==> config.mk <==
export PLATFORM = sky130hd
export DESIGN_NAME = fifo_write_arbiter_flat
export DESIGN_NICKNAME = d
export VERILOG_FILES = /design/src/rtl/fifo_write_arbiter_pkg.sv /design/src/rtl/fifo_write_arbiter_if.sv /design/src/rtl/rr_priority_pick.sv /design/src/rtl/fifo_write_arbiter.sv /design/src/flat_wrapper.sv
export SDC_FILE = /design/constraint.sdc
export NUM_CORES = 1
export LEC_CHECK = 0
export ABC_AREA = 1
export CAP_MARGIN = 5
export CORE_UTILIZATION = 32
export DETAILED_ROUTE_END_ITERATION = 6
export PLACE_DENSITY = 0.92
export RECOVER_POWER = 50
export SYNTH_ARGS = -nofsm -noshare
export SYNTH_HDL_FRONTEND = slang
export SYNTH_HIERARCHICAL = 1
export SYNTH_SLANG_ARGS = --single-unit
==> constraint.sdc <==
create_clock -name clk -period 2.4 [get_ports clk]
set_input_delay 0.36 -clock clk [delete_from_list [all_inputs] [get_ports clk]]
set_output_delay 0.36 -clock clk [all_outputs]
set_load 0.01 [all_outputs]
==> src/rtl/fifo_write_arbiter_pkg.sv <==
// fifo_write_arbiter_pkg: shared state type and width helper for the FIFO write arbiter
package fifo_write_arbiter_pkg;
  typedef enum logic {IDLE, HOLD} arb_state_t;
  function automatic int cw(input int n);
    return (n > 1) ? $clog2(n) : 1;
  endfunction
endpackage

==> src/rtl/fifo_write_arbiter_if.sv <==
// fifo_write_arbiter_if: producer request bus plus FIFO write port shared through the arbiter
interface fifo_write_arbiter_if
  import fifo_write_arbiter_pkg::*;
#(
  parameter int N_REQ  = 4,
  parameter int DATA_W = 16
);
  logic [N_REQ-1:0]        req;
  logic [N_REQ-1:0]        ack;
  logic [N_REQ*DATA_W-1:0] data;
  logic                    fifo_full;
  logic                    w_req;
  logic [DATA_W-1:0]       w_data;
  logic                    busy;
  logic [cw(N_REQ)-1:0]    grant_id;
  modport master (output req, data, fifo_full, input ack, w_req, w_data, busy, grant_id);
  modport slave  (input req, data, fifo_full, output ack, w_req, w_data, busy, grant_id);
endinterface

==> src/rtl/rr_priority_pick.sv <==
// rr_priority_pick: first set request after the last pointer, wrapping; the last pointer itself is examined last
module rr_priority_pick #(
  parameter int N = 4,
  parameter int W = 2
) (
  input  logic [N-1:0] req_i,
  input  logic [W-1:0] last_i,
  output logic [W-1:0] pick_o,
  output logic         valid_o
);
  logic [W-1:0] idx;
  // scanning from the farthest offset down lets the nearest set bit win
  always_comb begin
    pick_o = last_i;
    idx = last_i;
    for (int i = N; i >= 1; i--) begin
      idx = W'((int'(last_i) + i) % N);
      if (req_i[idx]) pick_o = idx;
    end
  end
  assign valid_o = |req_i;
endmodule

==> src/rtl/fifo_write_arbiter.sv <==
// fifo_write_arbiter: round-robin sharing of one FIFO write port among N_REQ producers,
// holding each grant for bursts of up to BURST_LEN accepted words.
module fifo_write_arbiter
  import fifo_write_arbiter_pkg::*;
#(
  parameter int N_REQ     = 4,
  parameter int DATA_W    = 16,
  parameter int BURST_LEN = 4
) (
  input logic clk,
  input logic nrst,
  fifo_write_arbiter_if.slave bus
);
  localparam int GW = cw(N_REQ);
  localparam int BW = cw(BURST_LEN + 1);
  arb_state_t    state_q, state_d;
  logic [GW-1:0] grant_q, grant_d, pick;
  logic [BW-1:0] cnt_q, cnt_d;
  logic          any, hold, req_g, wr, expire;
  rr_priority_pick #(.N(N_REQ), .W(GW)) u_pick (
    .req_i  (bus.req),
    .last_i (grant_q),
    .pick_o (pick),
    .valid_o(any)
  );
  assign hold   = state_q == HOLD;
  assign req_g  = bus.req[grant_q];
  assign wr     = hold & req_g & ~bus.fifo_full;
  assign expire = ~req_g | (wr & (cnt_q == BW'(BURST_LEN - 1)));
  assign bus.w_req    = wr;
  assign bus.ack      = {{(N_REQ-1){1'b0}}, wr} << grant_q;
  assign bus.w_data   = hold ? bus.data[int'(grant_q)*DATA_W +: DATA_W] : '0;
  assign bus.busy     = hold;
  assign bus.grant_id = grant_q;
  always_ff @(posedge clk or negedge nrst) begin
    if (!nrst) begin
      state_q <= IDLE;
      grant_q <= GW'(N_REQ - 1);
      cnt_q   <= '0;
    end else begin
      state_q <= state_d;
      grant_q <= grant_d;
      cnt_q   <= cnt_d;
    end
  end
  // a dropped grant has req[grant]=0 already, so the raw req vector is the candidate set
  always_comb begin
    state_d = state_q;
    grant_d = grant_q;
    cnt_d   = cnt_q;
    if (!hold) begin
      state_d = any ? HOLD : IDLE;
      grant_d = any ? pick : grant_q;
      cnt_d   = '0;
    end else if (!expire) begin
      cnt_d = cnt_q + BW'(wr);
    end else begin
      state_d = any ? HOLD : IDLE;
      grant_d = any ? pick : grant_q;
      cnt_d   = '0;
    end
  end
endmodule

==> src/flat_wrapper.sv <==
// flat-port wrapper written by rule: the top's interface ports become plain ports
module fifo_write_arbiter_flat import fifo_write_arbiter_pkg::*;
#(
  parameter int N_REQ     = 4,
  parameter int DATA_W    = 16,
  parameter int BURST_LEN = 4
)
  (clk, nrst, bus_req, bus_data, bus_fifo_full, bus_ack, bus_w_req, bus_w_data, bus_busy, bus_grant_id);
  fifo_write_arbiter_if #(.N_REQ(N_REQ), .DATA_W(DATA_W)) bus_i ();
  input logic clk;
  input logic nrst;
  input wire logic [$bits(bus_i.req)-1:0] bus_req;
  input wire logic [$bits(bus_i.data)-1:0] bus_data;
  input wire logic [$bits(bus_i.fifo_full)-1:0] bus_fifo_full;
  output wire logic [$bits(bus_i.ack)-1:0] bus_ack;
  output wire logic [$bits(bus_i.w_req)-1:0] bus_w_req;
  output wire logic [$bits(bus_i.w_data)-1:0] bus_w_data;
  output wire logic [$bits(bus_i.busy)-1:0] bus_busy;
  output wire logic [$bits(bus_i.grant_id)-1:0] bus_grant_id;
  assign bus_i.req = bus_req;
  assign bus_i.data = bus_data;
  assign bus_i.fifo_full = bus_fifo_full;
  assign bus_ack = bus_i.ack;
  assign bus_w_req = bus_i.w_req;
  assign bus_w_data = bus_i.w_data;
  assign bus_busy = bus_i.busy;
  assign bus_grant_id = bus_i.grant_id;
  fifo_write_arbiter #(.N_REQ(N_REQ), .DATA_W(DATA_W), .BURST_LEN(BURST_LEN)) u_core (.clk(clk), .nrst(nrst), .bus(bus_i));
endmodule
==> results.json <==
{
  "leakagePower_nw": 1.081,
  "clockBufferDepth": 2,
  "cts_hold_buf": 0,
  "hold_viol_final": 0,
  "dr_total_vias": 1695,
  "detail_route.vias_per_cell": 4.761,
  "synthesis.nets": 287,
  "max_slew_headroom_at_the_worst_pin": 0.6675,
  "diodes": 0,
  "yosysUniqueCellTypes": 23,
  "layout_area_growth_over_synthesis_pct": 100.0,
  "syn_avg_cell_area_um2": 5.104,
  "area_taken_by_flip_flops_and_latches_um2": 152.6,
  "power_per_cell_area_nw_per_um2": 1001,
  "clk_root_buffer_cell": "clkbuf_4",
  "antenna_violating_nets_post_route": 0,
  "fin_nets": 386,
  "fmax_mhz": 434.0,
  "fill_cell_count": 274,
  "rr_worst_depth": 11,
  "global_route.usage.total": 0.2165,
  "synthesis.instances": 214,
  "port-buffer-count": 94,
  "ctsHtreeMaxLevel": 1,
  "first_iter_violations": 111,
  "io_pins": 95,
  "grt_start_max_net_pins": 25,
  "fp.coreArea_um2": 3153,
  "mostFrequentLayoutCells": "clkdlybuf4s50_1 (76), nor2_1 (73), nand2_1 (32)",
  "met3_usage": 0.04478,
  "reg2reg_slack_ps": 470,
  "cts_num_sinks": 6,
  "setup-violations-final": 0,
  "setup_repair_after_global_routing_missed_its_margin": "no",
  "die-height_um": 60.43,
  "cts_tree": "built",
  "worst_skew_pair.late_latency_ps": 240,
  "cts.clk_slew.worst_paths_ps": 50,
  "grt_first_pass_wirelength_mm": 6.092,
  "tightestPinTransition_ps": 498.2,
  "finalWirelength_mm": 4.481,
  "hold_ws_ps": 425.7,
  "fin_crit_sh": 0.9602,
  "status": "completed",
  "worst-endpoint-required_ps": 2040,
  "netlist_area_um2": 1092,
  "grtUsageMet1": 0.2675,
  "synth.yosys.warnings": 6,
  "fp.dieArea_um2": 3651,
  "finalSetupTns_ps": 0,
  "ir_worst_vdd_mv": 0.5575,
  "fp-row-count": 20,
  "gpl_congestion": 0.8313,
  "firstDrtPassIters": 4,
  "initial_antenna_violation_count": 0,
  "timing.critical_path.to_type": "output pin",
  "period_minus_slack_ps": 2304,
  "dp.final_hpwl_mm": 3.436,
  "final-max-slew-violation-count": 0,
  "worstSetupStartpointType": "flip-flop",
  "met2_usage": 0.3830,
  "multi_input_area_um2": 798.3,
  "top_usage_layer": "met2",
  "layout_commonest_cell": "clkdlybuf4s50_1",
  "routed_wire_length_per_instance_um": 12.59,
  "max_cap_viol_count": 0,
  "yosys_register_bits": 6,
  "die_width_um": 60.43,
  "r2r_start": "u_core/bus.grant_id[0]$_DFFE_PN1P_",
  "worst-endpoint-arrival_ps": 1940,
  "worstReg2RegEnd": "u_core/cnt_q[2]$_DFF_PN0_",
  "cts_inserted_buffers": 3,
  "worstPathMaxFanout": 21,
  "post_layout_total_power_mw": 2.187,
  "crit_type": "reg -> out",
  "drive_gt1_frac": 0.09615,
  "initial_core_util": 0.3464,
  "timing.clock.skew_ps": 1.688,
  "hold_path.class": "in -> async",
  "grt-ovfl-total": 0,
  "grt_pass1_vias": 1411,
  "drcViolationCount": 0,
  "synth.yosys.seq_area_share": 0.1397
}
-- metrics by stage --
stage               cell area [um^2]  instances    util  setup WS (ps)
finish                          2185        356  0.6929          95.63
global route                    2185        356  0.6929          1.182
CTS                             2142        352  0.6794          7.242
detailed placement              2090        347  0.6627         -24.58
global placement                2090        347  0.6627          19.51
floorplan                       1092        214       -          614.3
-- per-layer routing --
layer  vias to the layer above  share of wire
li1                        881              -
met5                         -              0
met4                         0          0.015
met2                        64           0.48
met3                         6          0.099
met1                       744           0.41
-- power breakdown --
part | switching (mW) | internal [mW] | total [mW]
clock | 0.0356 | 0.0629 | 0.0985
combinational | 0.999 | 0.911 | 1.91
sequential | 0.0317 | 0.146 | 0.178
-- final cells by class --
| cell class | count | share of cell area |
|---|---|---|
| sequential | 6 | 0.06987 |
| tap | 44 | 0.02520 |
| timing repair buffer | 106 | 0.4931 |
| multi-input combinational | 178 | 0.3654 |
| inverter | 18 | 0.03436 |
| clock buffer | 4 | 0.01203 |
-- registers in the layout, summed over array words and instances (netlist names) --
register and flops:
u_core/cnt_q 3, u_core/bus.grant_id 2, u_core/bus.busy 1
-- critical path: stages, from the launching register on --
cell	delay [ps]
dfstp_2	560
inv_2	110
buf_4	220
o21ai_0	210
a21oi_1	90
clkdlybuf4s50_1	500
-- cells in the mapped netlist (all sizes together) --
cell	instances	area share
a21oi	16	0.073
buf	9	0.048
clkbuf	3	0.010
dfrtp	4	0.092
dfstp	2	0.048
ha	2	0.023
inv	18	0.066
nand2	40	0.16
nand3	10	0.050
nand4	1	0.0057
nor2	74	0.26
o211ai	1	0.0069
o21ai	33	0.15
xnor2	1	0.0080
-- cell families (layout without fill, tap and decap cells) --
group,count (synthesis),after routing,share of synthesized area
compound gates,50,50,0.2314
simple gates,125,125,0.4731
flops,6,6,0.1398
buf+inv,30,128,0.1249
xor+xnor,1,1,0.008020
fa+ha+maj,2,2,0.02291
-- worst max path at each step --
stage                                end  slack (ps)                          startpoint
after CTS                  bus_w_data[1]           7  u_core/bus.grant_id[0]$_DFFE_PN1P_
after global routing      bus_w_data[14]           1  u_core/bus.grant_id[0]$_DFFE_PN1P_
after global placement        bus_ack[2]          20                          bus_req[0]
final                      bus_w_data[8]         100  u_core/bus.grant_id[0]$_DFFE_PN1P_
after floorplan               bus_ack[0]         610  u_core/bus.grant_id[0]$_DFFE_PN1P_
after detailed placement      bus_ack[0]         -20                          bus_req[0]
-- repair_timing --
item / CTS / global route
endpoints found under the setup margin: 6 / 12
cloned: 1 / 0
setup buffers: 0 / 4
gates resized for setup: 8 / 12
No activity file was read; power rests on OpenSTA's default activity.
